==> src/rtl/prbs8_pkg.sv <==
// Shared definitions for the PRBS8 (x^8+x^4+x^3+x^2+1) checker: state encoding,
// tap mask, generator seed and the feedback helper.
package prbs8_pkg;

  typedef enum logic [1:0] {
    ST_HUNT   = 2'd0,
    ST_VERIFY = 2'd1,
    ST_LOCK   = 2'd2
  } prbs8_state_e;

  localparam logic [7:0] PRBS8_TAPS = 8'b1000_1110;
  localparam logic [7:0] PRBS8_SEED = 8'hFF;

  // r[n] = r[n-8]^r[n-4]^r[n-3]^r[n-2] with loc[0] holding the newest bit
  function automatic logic prbs8_fb(input logic [7:0] r);
    return ^(r & PRBS8_TAPS);
  endfunction

endpackage

==> src/rtl/prbs8_lfsr.sv <==
// 8-bit PRBS8 shift register: shifts in an external bit (load_bit) or its own
// feedback (run); exposes the predicted next bit and the next register value.
module prbs8_lfsr
  import prbs8_pkg::*;
#(
  parameter logic [7:0] RESET_VAL = PRBS8_SEED
) (
  input  logic       clk,
  input  logic       rst_n,
  input  logic       load_bit,
  input  logic       run,
  input  logic       in_bit,
  output logic       exp,
  output logic [7:0] loc_next
);

  logic [7:0] loc_q, loc_d;

  always_comb begin
    loc_d = loc_q;
    if (load_bit) begin
      loc_d = {loc_q[6:0], in_bit};
    end else if (run) begin
      loc_d = {loc_q[6:0], prbs8_fb(loc_q)};
    end
  end

  always_ff @(posedge clk or negedge rst_n) begin
    if (!rst_n) begin
      loc_q <= RESET_VAL;
    end else begin
      loc_q <= loc_d;
    end
  end

  assign exp      = prbs8_fb(loc_q);
  assign loc_next = loc_d;

endmodule

==> config.mk <==
export PLATFORM = sky130hd
export DESIGN_NAME = prbs8_lfsr
export DESIGN_NICKNAME = d
export VERILOG_FILES = /design/src/rtl/prbs8_pkg.sv /design/src/rtl/prbs8_lfsr.sv
export SDC_FILE = /design/constraint.sdc
export NUM_CORES = 1
export LEC_CHECK = 0
export ABC_AREA = 0
export CORE_AREA = 8 8 45 47
export DETAILED_ROUTE_END_ITERATION = 8
export DIE_AREA = 0 0 53 55
export GPL_TIMING_DRIVEN = 0
export SETUP_SLACK_MARGIN = 0.15
export SLEW_MARGIN = 25
export SYNTH_ARGS = -nofsm -noshare
export SYNTH_HDL_FRONTEND = slang
export SYNTH_SLANG_ARGS = --single-unit
==> constraint.sdc <==
create_clock -name clk -period 1.6 [get_ports clk]
set_input_delay 0.24 -clock clk [delete_from_list [all_inputs] [get_ports clk]]
set_output_delay 0.24 -clock clk [all_outputs]
set_load 0.05 [all_outputs]
==> results.py, run 1 <==
metrics = {
    "run_status": {
        "status": "finished, violations left",
        "violations": "negative setup slack",
    },
    "route": {
        "routed_wl_um": 889,
        "met3_length_um": 135,
        "vias_per_cell": 4.35,
        "met1_length_um": 356,
        "top_layer": "met4",
        "ant_nets": 0,
        "vias": 274,
        "wl_met2_um": 379,
        "dr.pass1.iters": 2,
        "drtIter0Drc": 6,
        "routedWlPerCell_um": 14.1,
        "drc": 0,
    },
    "clock_tree": {
        "cts_buffers": 3,
        "cts_tree": "yes",
        "insertion_delay_ns": 0.25,
        "h-tree-depth": 1,
        "cts_num_sinks": 8,
        "clk_pin_slew_ns": 0.05,
        "clk_path_buf_depth": 2,
        "cts_hold_buffers": 0,
        "cts_root_buf": "clkbuf_4",
    },
    "flow_run": {
        "maxCapViolCount": 0,
    },
    "die": {
        "die-area_um2": 2920,
        "die_h_um": 55,
        "rows": 14,
        "die_w_um": 53,
        "ios": 14,
        "core_area_um2": 1380,
        "start_util_pct": 25.1,
    },
    "place": {
        "gp_congestion": 0.707,
        "place_ws_ns": -0.706,
        "io_buffers": 13,
    },
    "synthesis": {
        "ys_warn_count": 0,
        "synth_nets": 27,
        "synthCells": 22,
        "ys_ff_latch": 8,
        "yosysUniqueCellTypes": 9,
        "syn_area_um2": 348,
        "synth.avg_cell_area_um2": 15.8,
        "yosysSeqAreaShare_pct": 60.4,
    },
    "sta": {
        "skew_ns": 0.00215,
        "tns_ns": -0.257,
        "slew_headroom_pct": 76.9,
        "timing.final.crit_period_ns": 1.76,
        "fin_ws_ns": -0.155,
        "maxSlewViolCount": 0,
        "rsz0062_at_grt": "yes",
        "post-route-period-util_pct": 110,
        "worstMarginPinSlew_ns": 0.346,
        "finalSetupViolations": 2,
        "fmax_mhz": 570,
        "hold_viol": 0,
    },
    "global_routing": {
        "grt_remaining_overflow": 0,
        "grt_max_degree": 9,
        "track_usage_pct": 7.15,
        "antenna_found_initial": 0,
        "grt_pass1_wl_mm": 1.48,
        "first_global_vias": 316,
    },
    "setup_path": {
        "end_kind": "output port",
        "critPathMaxFanout": 3,
        "startpoint_type": "flop",
        "crit_required_ns": 1.36,
        "crit_type": "reg -> out",
        "cp.arrival_ns": 1.52,
    },
    "cells_and_area": {
        "top_register": "loc_q",
        "top_regs": "loc_q x8",
        "n_antenna_cell": 0,
        "areaGrowthSynthToFinish_pct": 113,
        "layout-drive-gt1-share_pct": 91.5,
        "final_common_cell": "buf_6",
        "largest_reg_flops": 8,
        "nNetsFinal": 54,
        "multi_input_area_um2": 210,
        "register_area_um2": 210,
        "fill_cells": 112,
        "mostFrequentLayoutCells": "buf_6 (10), buf_8 (9), dfstp_2 (8)",
    },
    "worst_hold_path": {
        "hold_class": "in -> reg",
    },
}
critical path: stages, from the launching register on:
cell and delay, ns:
dfstp_2 0.59, xor2_4 0.21, xnor2_4 0.09, a31o_4 0.23, buf_6 0.15
layout make-up:
| cell class | instances | share of cell area [%] |
|---|---|---|
| timing repair buffer | 22 | 37.1 |
| sequential | 8 | 28.3 |
| multi-input combinational | 13 | 28.3 |
| clock buffer | 3 | 3.04 |
| tap | 16 | 2.70 |
| inverter | 1 | 0.506 |
per-stage QoR:
step                      area [µm²]  hold slack, ns  instances  utilization (%)
final                            742           0.258         63             53.6
after global routing             742           0.255         63             53.6
after global placement           541           0.620         51             39.1
after detailed placement         541           0.627         51             39.1
after floorplan                  390          0.0922         22                -
after CTS                        664           0.304         63             48.0
path summary, 6_finish.rpt:
kind                            depth (start not counted)  startpoint  slack, ns           to
worst max-delay path                                    4    loc_q[2]      -0.16  loc_next[0]
worst min-delay path                                    2         run       0.26     loc_q[0]
worst max register to register                          3    loc_q[2]       0.41     loc_q[0]
worst min register to register                          1    loc_q[4]       0.64     loc_q[4]
max in group asynchronous                               1       rst_n       1.04     loc_q[6]
min in group asynchronous                               1       rst_n       0.53     loc_q[2]
per-layer routing:
metal | vias to the layer above | track usage, %
li1 | 127 | -
met1 | 129 | 7.29
met2 | 16 | 10.4
met3 | 2 | 4.01
met4 | 0 | 6.47
met5 | - | 0
synthesized netlist by cell type:
library cell | instances | area [µm²]
dfstp_2 | 8 | 210
mux2_2 | 5 | 56.3
xnor2_1 | 2 | 17.5
mux2_1 | 2 | 22.5
xor2_1 | 1 | 8.76
nor2_4 | 1 | 11.3
inv_1 | 1 | 3.75
a31o_1 | 1 | 8.76
a22o_1 | 1 | 8.76
timing repair:
action                     4_1_cts  5_1_grt
setup endpoints to repair        9        9
gates resized for setup         79       22
pin swaps                        2        2
setup buffers                    9        0
cells by family (layout without fill, tap and decap cells):
kind of cell | after synthesis | count (layout) | share of synthesized area [%]
compound gates | 2 | 2 | 5.04
xor+xnor | 3 | 3 | 7.56
buf+inv | 1 | 26 | 1.08
flops | 8 | 8 | 60.4
mux | 7 | 7 | 22.7
simple gates | 1 | 1 | 3.24
Power of run 1 is left out: the tool's default activity adds up to more than one toggle a clock period on the data nets, which glitch-free logic cannot reach.
==> run 2: changes to the inputs <==
REMOVE_ABC_BUFFERS = 1   (was default)
SETUP_SLACK_MARGIN = 0.5   (was 0.15)
==> results.py, run 2 (same netlist as run 1, synthesis figures left out) <==
metrics = {
    "global_routing": {
        "antenna_found_initial": 0,
        "use_met3_pct": 6.42,
        "first_global_vias": 371,
        "track_usage_pct": 9.04,
        "grt_remaining_overflow": 0,
        "grt_pass1_wl_mm": 1.86,
        "grt_max_degree": 9,
        "grt.met2_usage_pct": 15.8,
        "grt.busiest_layer": "met2",
        "grtUsageMet1_pct": 8.41,
    },
    "clock_tree": {
        "h-tree-depth": 1,
        "insertion_delay_ns": 0.25,
        "cts_num_sinks": 8,
        "cts_tree": "yes",
        "cts_root_buf": "clkbuf_4",
        "cts_hold_buffers": 0,
        "cts_buffers": 3,
        "clk_path_buf_depth": 2,
        "clk_pin_slew_ns": 0.05,
    },
    "route": {
        "ant_nets": 0,
        "routedWlPerCell_um": 16.1,
        "drtIter0Drc": 2,
        "dr.pass1.iters": 2,
        "drc": 0,
        "vias": 299,
        "routed_wl_mm": 1.10,
        "vias_per_cell": 4.40,
    },
    "cells_and_area": {
        "layout-drive-gt1-share_pct": 88.5,
        "n_antenna_cell": 0,
        "top_register": "loc_q",
        "top_regs": "loc_q x8",
        "mostFrequentLayoutCells": "buf_8 (10), dfstp_2 (8), buf_4 (8)",
        "largest_reg_flops": 8,
        "areaGrowthSynthToFinish_pct": 113,
        "nNetsFinal": 59,
        "final_common_cell": "buf_8",
        "final_cells": 68,
    },
    "place": {
        "io_buffers": 13,
        "place_inst": 51,
        "gp_congestion": 0.729,
    },
    "sta": {
        "rsz0062_at_grt": "yes",
        "finalSetupViolations": 2,
        "timing.final.crit_period_ns": 1.77,
        "hold_viol": 0,
        "fmax_mhz": 564,
        "skew_ns": 0.00404,
        "fin_ws_ns": -0.173,
        "worstMarginPinSlew_ns": 0.345,
        "post-route-period-util_pct": 111,
        "maxSlewViolCount": 0,
        "slew_headroom_pct": 76.9,
    },
    "die": {
        "core_area_um2": 1380,
        "die-area_um2": 2920,
        "die_h_um": 55,
        "ios": 14,
        "die_w_um": 53,
        "rows": 14,
        "start_util_pct": 25.1,
    },
    "worst_hold_path": {
        "hold_class": "in -> reg",
    },
    "flow_run": {
        "maxCapViolCount": 0,
    },
    "setup_path": {
        "critPathMaxFanout": 2,
        "startpoint_type": "flop",
        "crit_type": "reg -> out",
        "cp.arrival_ns": 1.53,
        "end_kind": "output port",
        "crit_required_ns": 1.36,
    },
    "run_status": {
        "status": "finished, violations left",
        "violations": "negative setup slack",
    },
}
run 2: what timing repair did:
action                     in CTS  in global routing
pin swaps                       4                  3
setup endpoints to repair      17                 10
gates resized for setup        96                  5
buffers inserted               11                  3
run 2: path summary, 6_finish.rpt:
path | from | endpoint | slack (ns) | cells past startpoint
worst max-delay path | loc_q[2] | loc_next[0] | -0.17 | 4
worst min-delay path | load_bit | loc_q[7] | 0.38 | 3
worst max register to register | loc_q[2] | loc_q[0] | 0.32 | 4
worst min register to register | loc_q[6] | loc_q[6] | 0.66 | 1
max in group asynchronous | rst_n | loc_q[4] | 1.04 | 1
min in group asynchronous | rst_n | loc_q[3] | 0.53 | 1
run 2: layout make-up:
class	instances	area (µm²)
Multi-Input combinational cell	13	175
Inverter	1	3.75
Tap cell	16	20.0
Clock buffer	3	22.5
Timing Repair Buffer	27	309
Sequential cell	8	210
Fill cell	111	643
run 2: layer usage:
metal | vias up | part of all wire, %
li1 | 135 | -
met1 | 148 | 38
met5 | - | 0
met2 | 16 | 49
met3 | 0 | 12
met4 | 0 | 0
run 2: through the flow:
stage                     hold WS, ns  setup WS, ns  TNS, ns  util [%]  instance area [µm²]
final                           0.381        -0.173   -0.249      53.5                  741
after global routing            0.378        -0.248   -0.398      53.5                  741
after CTS                       0.364        -0.165   -0.244      50.0                  692
after detailed placement        0.633        -0.704    -5.97      36.0                  498
after global placement          0.622        -0.662    -5.63      36.0                  498
after floorplan                0.0922        -0.688    -1.40         -                  348
run 2: critical path: stages, from the launching register on:
cell     delay, ns
dfstp_2       0.55
xor2_2        0.20
xnor2_2       0.16
a31o_1        0.21
buf_6         0.17
Power of run 2 is left out for the same reason.
